File: src/rtl/pc_sequencer_pkg.sv
// Shared fetch-stage defaults and the command decode used by the PC sequencer.
// The defaults are also consumed by the instruction-memory blocks.
package pc_sequencer_pkg;

    localparam int unsigned PC_WIDTH_DEFAULT        = 32;
    localparam int unsigned PC_STEP_DEFAULT         = 1;
    localparam int unsigned PC_RESET_VECTOR_DEFAULT = 0;

    typedef enum logic [2:0] {
        CMD_STALL,
        CMD_RET,
        CMD_JUMP,
        CMD_CALL,
        CMD_SEQ
    } pc_cmd_e;

    // Priority: stall > ret > jump (with or without call) > sequential.
    function automatic pc_cmd_e decode_cmd(
        input logic stall,
        input logic ret,
        input logic jump_valid,
        input logic call
    );
        if (stall)           return CMD_STALL;
        if (ret)             return CMD_RET;
        if (jump_valid)      return call ? CMD_CALL : CMD_JUMP;
        return CMD_SEQ;
    endfunction

endpackage

File: src/rtl/pc_return_stack.sv
// Circular return-address stack: pushes wrap over the oldest entry when full,
// and the top of stack is always the slot just below the write pointer.
module pc_return_stack
    import pc_sequencer_pkg::*;
#(
    parameter int unsigned WIDTH     = PC_WIDTH_DEFAULT,
    parameter int unsigned RAS_DEPTH = 4
) (
    input  logic                       clock,
    input  logic                       reset_n,
    input  logic                       push,
    input  logic [WIDTH-1:0]           push_data,
    input  logic                       pop,
    output logic [WIDTH-1:0]           top,
    output logic [$clog2(RAS_DEPTH):0] count,
    output logic                       overflow
);

    localparam int unsigned PTR_W = $clog2(RAS_DEPTH);
    localparam int unsigned CNT_W = PTR_W + 1;
    localparam logic [CNT_W-1:0] FULL_COUNT = CNT_W'(RAS_DEPTH);

    logic [PTR_W-1:0] ptr_q, ptr_d;
    logic [CNT_W-1:0] count_q, count_d;
    logic             overflow_q, overflow_d;
    logic [WIDTH-1:0] mem_q [RAS_DEPTH];
    logic [PTR_W-1:0] top_idx;

    assign top_idx  = ptr_q - PTR_W'(1);
    assign top      = mem_q[top_idx];
    assign count    = count_q;
    assign overflow = overflow_q;

    always_comb begin
        // NOTE: every output of this block gets a default first, so no path can infer a latch.
        ptr_d      = ptr_q;
        count_d    = count_q;
        overflow_d = overflow_q;
        if (push) begin
            ptr_d = ptr_q + PTR_W'(1);
            if (count_q == FULL_COUNT) begin
                overflow_d = 1'b1;
            end else begin
                count_d = count_q + CNT_W'(1);
            end
        end else if (pop && (count_q != '0)) begin
            ptr_d   = ptr_q - PTR_W'(1);
            count_d = count_q - CNT_W'(1);
        end
    end

    always_ff @(posedge clock) begin
        // NOTE: sequential state uses non-blocking assignments so all registers update together.
        if (!reset_n) begin
            ptr_q      <= '0;
            count_q    <= '0;
            overflow_q <= 1'b0;
        end else begin
            ptr_q      <= ptr_d;
            count_q    <= count_d;
            overflow_q <= overflow_d;
        end
    end

    // NOTE: the storage array is deliberately not reset; count gates every read of it.
    always_ff @(posedge clock) begin
        if (push) begin
            mem_q[ptr_q] <= push_data;
        end
    end

endmodule

File: src/rtl/pc_sequencer.sv
// Fetch-stage program counter: sequential advance plus jump, call and return
// redirects, with a registered one-cycle pulse for a return on an empty stack.
module pc_sequencer
    import pc_sequencer_pkg::*;
#(
    parameter int unsigned     WIDTH        = PC_WIDTH_DEFAULT,
    parameter int unsigned     STEP         = PC_STEP_DEFAULT,
    parameter logic [WIDTH-1:0] RESET_VECTOR = WIDTH'(PC_RESET_VECTOR_DEFAULT),
    parameter int unsigned     RAS_DEPTH    = 4
) (
    input  logic                       clock,
    input  logic                       reset_n,
    input  logic                       stall,
    input  logic                       jump_valid,
    input  logic [WIDTH-1:0]           jump_target,
    input  logic                       call,
    input  logic                       ret,
    output logic [WIDTH-1:0]           pc_out,
    output logic [WIDTH-1:0]           pc_plus,
    output logic [$clog2(RAS_DEPTH):0] ras_count,
    output logic                       ras_empty,
    output logic                       ras_full,
    output logic                       ras_overflow,
    output logic                       ret_underflow
);

    localparam logic [WIDTH-1:0] STEP_W = WIDTH'(STEP);
    localparam int unsigned      CNT_W  = $clog2(RAS_DEPTH) + 1;

    logic [WIDTH-1:0] pc_q, pc_d;
    logic             underflow_q, underflow_d;
    logic             ras_push, ras_pop;
    logic [WIDTH-1:0] ras_top;
    pc_cmd_e          cmd;

    assign cmd           = decode_cmd(stall, ret, jump_valid, call);
    assign pc_out        = pc_q;
    assign pc_plus       = pc_q + STEP_W;
    assign ras_empty     = (ras_count == '0);
    assign ras_full      = (ras_count == CNT_W'(RAS_DEPTH));
    assign ret_underflow = underflow_q;

    always_comb begin
        pc_d        = pc_q;
        underflow_d = 1'b0;
        ras_push    = 1'b0;
        ras_pop     = 1'b0;
        case (cmd)
            CMD_STALL: ;
            CMD_RET: begin
                if (ras_empty) begin
                    underflow_d = 1'b1;
                end else begin
                    pc_d    = ras_top;
                    ras_pop = 1'b1;
                end
            end
            CMD_JUMP: pc_d = jump_target;
            CMD_CALL: begin
                pc_d     = jump_target;
                ras_push = 1'b1;
            end
            default:  pc_d = pc_plus;
        endcase
    end

    always_ff @(posedge clock) begin
        if (!reset_n) begin
            pc_q        <= RESET_VECTOR;
            underflow_q <= 1'b0;
        end else begin
            pc_q        <= pc_d;
            underflow_q <= underflow_d;
        end
    end

    // The return address pushed on a call is the sequential successor of the caller.
    pc_return_stack #(
        .WIDTH     (WIDTH),
        .RAS_DEPTH (RAS_DEPTH)
    ) u_ras (
        .clock     (clock),
        .reset_n   (reset_n),
        .push      (ras_push),
        .push_data (pc_plus),
        .pop       (ras_pop),
        .top       (ras_top),
        .count     (ras_count),
        .overflow  (ras_overflow)
    );

endmodule

File: config.mk
export PLATFORM = sky130hd
export DESIGN_NAME = pc_sequencer
export DESIGN_NICKNAME = d
export VERILOG_FILES = /design/src/rtl/pc_sequencer_pkg.sv /design/src/rtl/pc_return_stack.sv /design/src/rtl/pc_sequencer.sv
export SDC_FILE = /design/constraint.sdc
export NUM_CORES = 1
export LEC_CHECK = 0
export ABC_CLOCK_PERIOD_IN_PS = 6830
export CAP_MARGIN = 20
export CORE_AREA = 2 2 122 124
export CTS_CLUSTER_SIZE = 20
export DETAILED_ROUTE_END_ITERATION = 8
export DIE_AREA = 0 0 124 126
export GPL_ROUTABILITY_DRIVEN = 0
export PLACE_DENSITY = 0.9
export SYNTH_ARGS = -nofsm -noshare
export SYNTH_HDL_FRONTEND = slang
export SYNTH_HIERARCHICAL = 1
export SYNTH_SLANG_ARGS = --single-unit
File: constraint.sdc
create_clock -name clock -period 6.83 [get_ports clock]
set_input_delay 1.0245 -clock clock [delete_from_list [all_inputs] [get_ports clock]]
set_output_delay 1.0245 -clock clock [all_outputs]
set_load 0.1 [all_outputs]
Yosys cells after proc, flatten, opt, wreduce, memory -nomap -nowiden --
Memories as Yosys holds them, arrays and structs flattened. Index checks and enable logic that the tools add are counted.
Word-level totals: input port bits 38, register bits after elaboration 39, word-level logic and storage cells 54, memories 1, memory bits (writable) 128, output and inout port bits 71
Operators by class: bitwise logic cells 1, equality and inequality tests 6, $add $sub $neg 5, reduce and logical (&&, ||, !) cells 10, muxes and demuxes 26
Memories:
- u_ras.mem_q | depth 4, width 32, read ports 1, clocked after memory_dff 0, wr ports 1, RTL line pc_return_stack.sv:26 | logic [WIDTH-1:0] mem_q [RAS_DEPTH];
Operators with widths (count):
- $pmux 32 s3 | 1
- $add 32x1->32 const B | 1
- $mux 32 | 1
- $mux 3 | 9
- $mux 1 | 13
- $reduce_and 2->1 | 4
- $eq 3x2->1 const B | 2
- $logic_not 3->1 | 2
- $mux 2 | 2
- $ne 2x2->1 const B | 2
- $add 3x1->3 const B | 1
- $eq 3x1->1 const B | 1
- $eq 3x3->1 const B | 1
- $reduce_bool 3->1 | 1
- $sub 3x1->3 const B | 1
- $add 2x1->2 const B | 1
- $reduce_bool 2->1 | 1
- $reduce_or 2->1 | 1
- $sub 2x1->2 const B | 1
- $logic_and 1x1->1 | 1
- $not 1->1 | 1

Longest topological paths before layout --
depth in word-level cells 12, mapped depth 13, mapped depth without buffers 8

Hierarchy --
The synthesis kept the hierarchy.
By module, submodules not included:
- pc_return_stack | area an instance 5087.4 µm², instances 1, cells each 220, seq. area each 3963.8 µm²
- pc_sequencer | area an instance 2636.3 µm², instances 1, cells each 355, seq. area each 660.6 µm²

Worst setup path before layout --
No wires, ideal clock.
path type register to output, from register pc_q[18], in the netlist pc_out[18], to output port pc_plus[31], stages on the path, launching flop included 8, data required time 5.806 ns, slack 1.819 ns, data arrival time 3.986 ns, buffers on the path 2, path through dfxtp_1 -> buf_2 -> nand4_4 -> or2_4 -> or4_1 -> buf_2 -> nor2_1 -> xor2_1
Between the ends: cells in the longest elaborated chain, start to end 1
Ends and longest elaborated chain:
- start: declaration | RTL line pc_sequencer.sv:30 | logic [WIDTH-1:0] pc_q, pc_d;
- start signal: assignment | RTL line pc_sequencer.sv:72 | pc_q <= pc_d;
- $add 32x1->32 | RTL line pc_sequencer.sv:38 | assign pc_plus = pc_q + STEP_W;
- end: declaration | RTL line pc_sequencer.sv:19 | output logic [WIDTH-1:0] pc_plus,
No other way between the ends.

Worst setup path in the final report --
from register pc_q[0], in the netlist pc_out[0], to output port pc_plus[20]
Same word-level chain as after synthesis.

==> impl_metrics.toml <==
[floorplanning]
rows = 44
floorplan.initialDensity_pct = 53.96
dieArea_um2 = 15620
die_w_um = 124
fp.dieH_um = 126
core_region_area_um2 = 14310
ios = 109

[yosys]
synthCells = 575
synth_warnings = 6
ys_top_cells_by_count = "128 x edfxtp_1, 39 x dfxtp_1, 37 x nand2_1"
seq_area_frac_synth_pct = 59.87
synth.area.top_cells = "edfxtp_1 50%, dfxtp_1 10%, mux4_2 9.3%"
synthArstFlopShare_pct = 0
dominantRegCellSynth = "edfxtp_1"
synth-edff-count = 128
ys_seq_elements = 167
synth_top_cell_area_share_pct = 49.77
syn_avg_cell_area_um2 = 13.43
yosysMostFrequentCell = "edfxtp_1"
synth_area_leader_cell = "edfxtp_1"
syn_area_um2 = 7724
ys_types = 66
synth_fp_nets = 619

[clock_tree]
cts_hold_buf = 0
path_clk_slew_ps = 60
clk_latency_ps = 440
cts_tree = "built"
root_buffer = "clkbuf_16"
h-tree-depth = 4
cts_sinks = 167
post_cts_resized = 0
cts_made_buffers = 17
cts.path.max_buffers = 2
post_cts_buffers = 0

[sta]
hold_ws_ps = 485.8
clock.fmax_mhz = 192.5
fin_ws_ps = 1636
finalSetupViolCount = 0
fin_tns_setup_ps = 0
finClkSkew_ps = 6.920
relSlewSlack_pct = 30.30
finalHoldViolations = 0
period_share_pct = 76.04
layout_min_cycle_time_ps = 5194
worst_slew_pin_slew_ps = 1042
rsz0062_at_grt = "false"
final_max_slew_viol_count = 0

[placed_design]
placed_area_um2 = 8949
placed_cells = 844
pre_cts_slack_ps = 2266
io_buffer_count = 108
post-dp-hpwl_mm = 13.28

[global_routing]
grt_max_degree = 36
grt_use_met1_pct = 36.70
grt.met2_usage_pct = 42.31
grt_use_total_pct = 27.60
grt_pass1_vias = 5697
busiest_layer = "met2"
antenna_found_initial = 0
grt_pass1_wl_mm = 31.77
grt_use_met3_pct = 7.111
grt_overflow = 0

[detailed_routing]
first_pass_iters = 6
wl_per_cell_um = 23.44
drc = 0
postRouteAntennaNets = 0
drtIter0Drc = 955
vias_per_cell = 6.565
routed_wl_mm = 20.53
via_count = 5751

[cells_and_area]
syn_to_final_growth_pct = 24.09
fin_area_um2 = 9584
fin_util_pct = 66.96
drive_gt1_share_pct = 12.86
final_cells = 876
antenna_cells = 0
nNetsFinal = 723

[setup_path]
critPathCaptureType = "output port"
worst_setup_path_start_kind = "flip-flop"
path_class = "reg2out"
worstPathArrival_ps = 4170
crit_fanout = 10
cp_data_required_time_ps = 5810

[power_and_ir_drop]
p_clk_share_pct = 41.0
switching_share_pct = 26.60
seq_power_share_pct = 44.8
powerDensity_nw_per_um2 = 263.7
power_mw = 2.527
leakage_nw = 3.104
p_switching_uw = 672.3
ir_drop_mv = 0.2131
pwr-share-comb_pct = 14.3
p_int_mw = 1.855

[worst_hold_path]
hold_class = "reg2reg"

[run]
drv_cap = 0

[status]
status = "complete, no violations"
cells by family after synthesis:
family	Yosys count	share of synthesized area, %
XOR/XNOR	32	3.629
flip-flops	167	59.87
multiplexers	36	9.849
AO/OA/AOI/OAI	123	11.40
adder cells (fa/ha/maj)	6	1.069
buffers and inverters	53	3.272
AND/OR/NAND/NOR	158	10.90
worst paths after layout:
path / startpoint / endpoint / slack (ps) / cells after the start
min: u_ras/overflow / u_ras/overflow / 490 / 2
min reg2reg: u_ras/overflow / u_ras/overflow / 490 / 2
max: pc_out[0] / pc_plus[20] / 1640 / 7
max reg2reg: u_ras/count[0] / pc_out[19] / 4060 / 6
power by group through the flow:
stage,registers [mW],clock network [mW],logic (mW)
floorplan,1.23,0,0.178
global placement,1.15,0,0.352
detailed placement,1.15,0,0.357
CTS,1.13,1.04,0.359
global route,1.13,1.08,0.373
finish,1.13,1.04,0.360
worst max-delay path: stages, from the launching register on:
cell	delay (ps)
dfxtp_1	460
ha_1	290
nand3_1	150
nor3_2	580
nand2_1	420
nor2_1	230
xor2_1	350
clkdlybuf4s50_1	1240
layer usage:
metal | up-vias | share of wire (%) | wire length (um)
met3 | 91 | 11 | 2166
met1 | 2774 | 37 | 7647
li1 | 2471 | - | -
met4 | 0 | 5.0 | 1020
met2 | 415 | 47 | 9697
met5 | - | 0 | 0
registers in the layout (all words and copies together), names as in the netlist:
name            cells
u_ras/ptr_q         2
u_ras/count         3
pc_out             32
ret_underflow       1
u_ras/overflow      1
u_ras/mem_q       128
cell type report:
class / count / area, um^2
clock buffers: 19 / 432.9
clock inverters: 13 / 202.7
fillers: 989 / 4730
inverters: 17 / 63.81
multi-input cells: 355 / 2850
flip-flops and latches: 167 / 4626
well taps: 184 / 230.2
repair buffers: 121 / 1179
placed cells by master (no fill, tap or decap), drive strengths merged, types with 7 or more instances in the layout:
cell and n:
edfxtp 128, clkdlybuf4s50 108, dfxtp 39, nand2 37
nor2 33, mux4 32, a21oi 23, o21ai 19
clkbuf 19, xnor2 18, a22oi 18, nand3 17
inv 17, xor2 14, buf 13, nor3 13
nor4 10, nand4 9, o22ai 7, a222oi 7
Power figures use the tool's default switching activity.
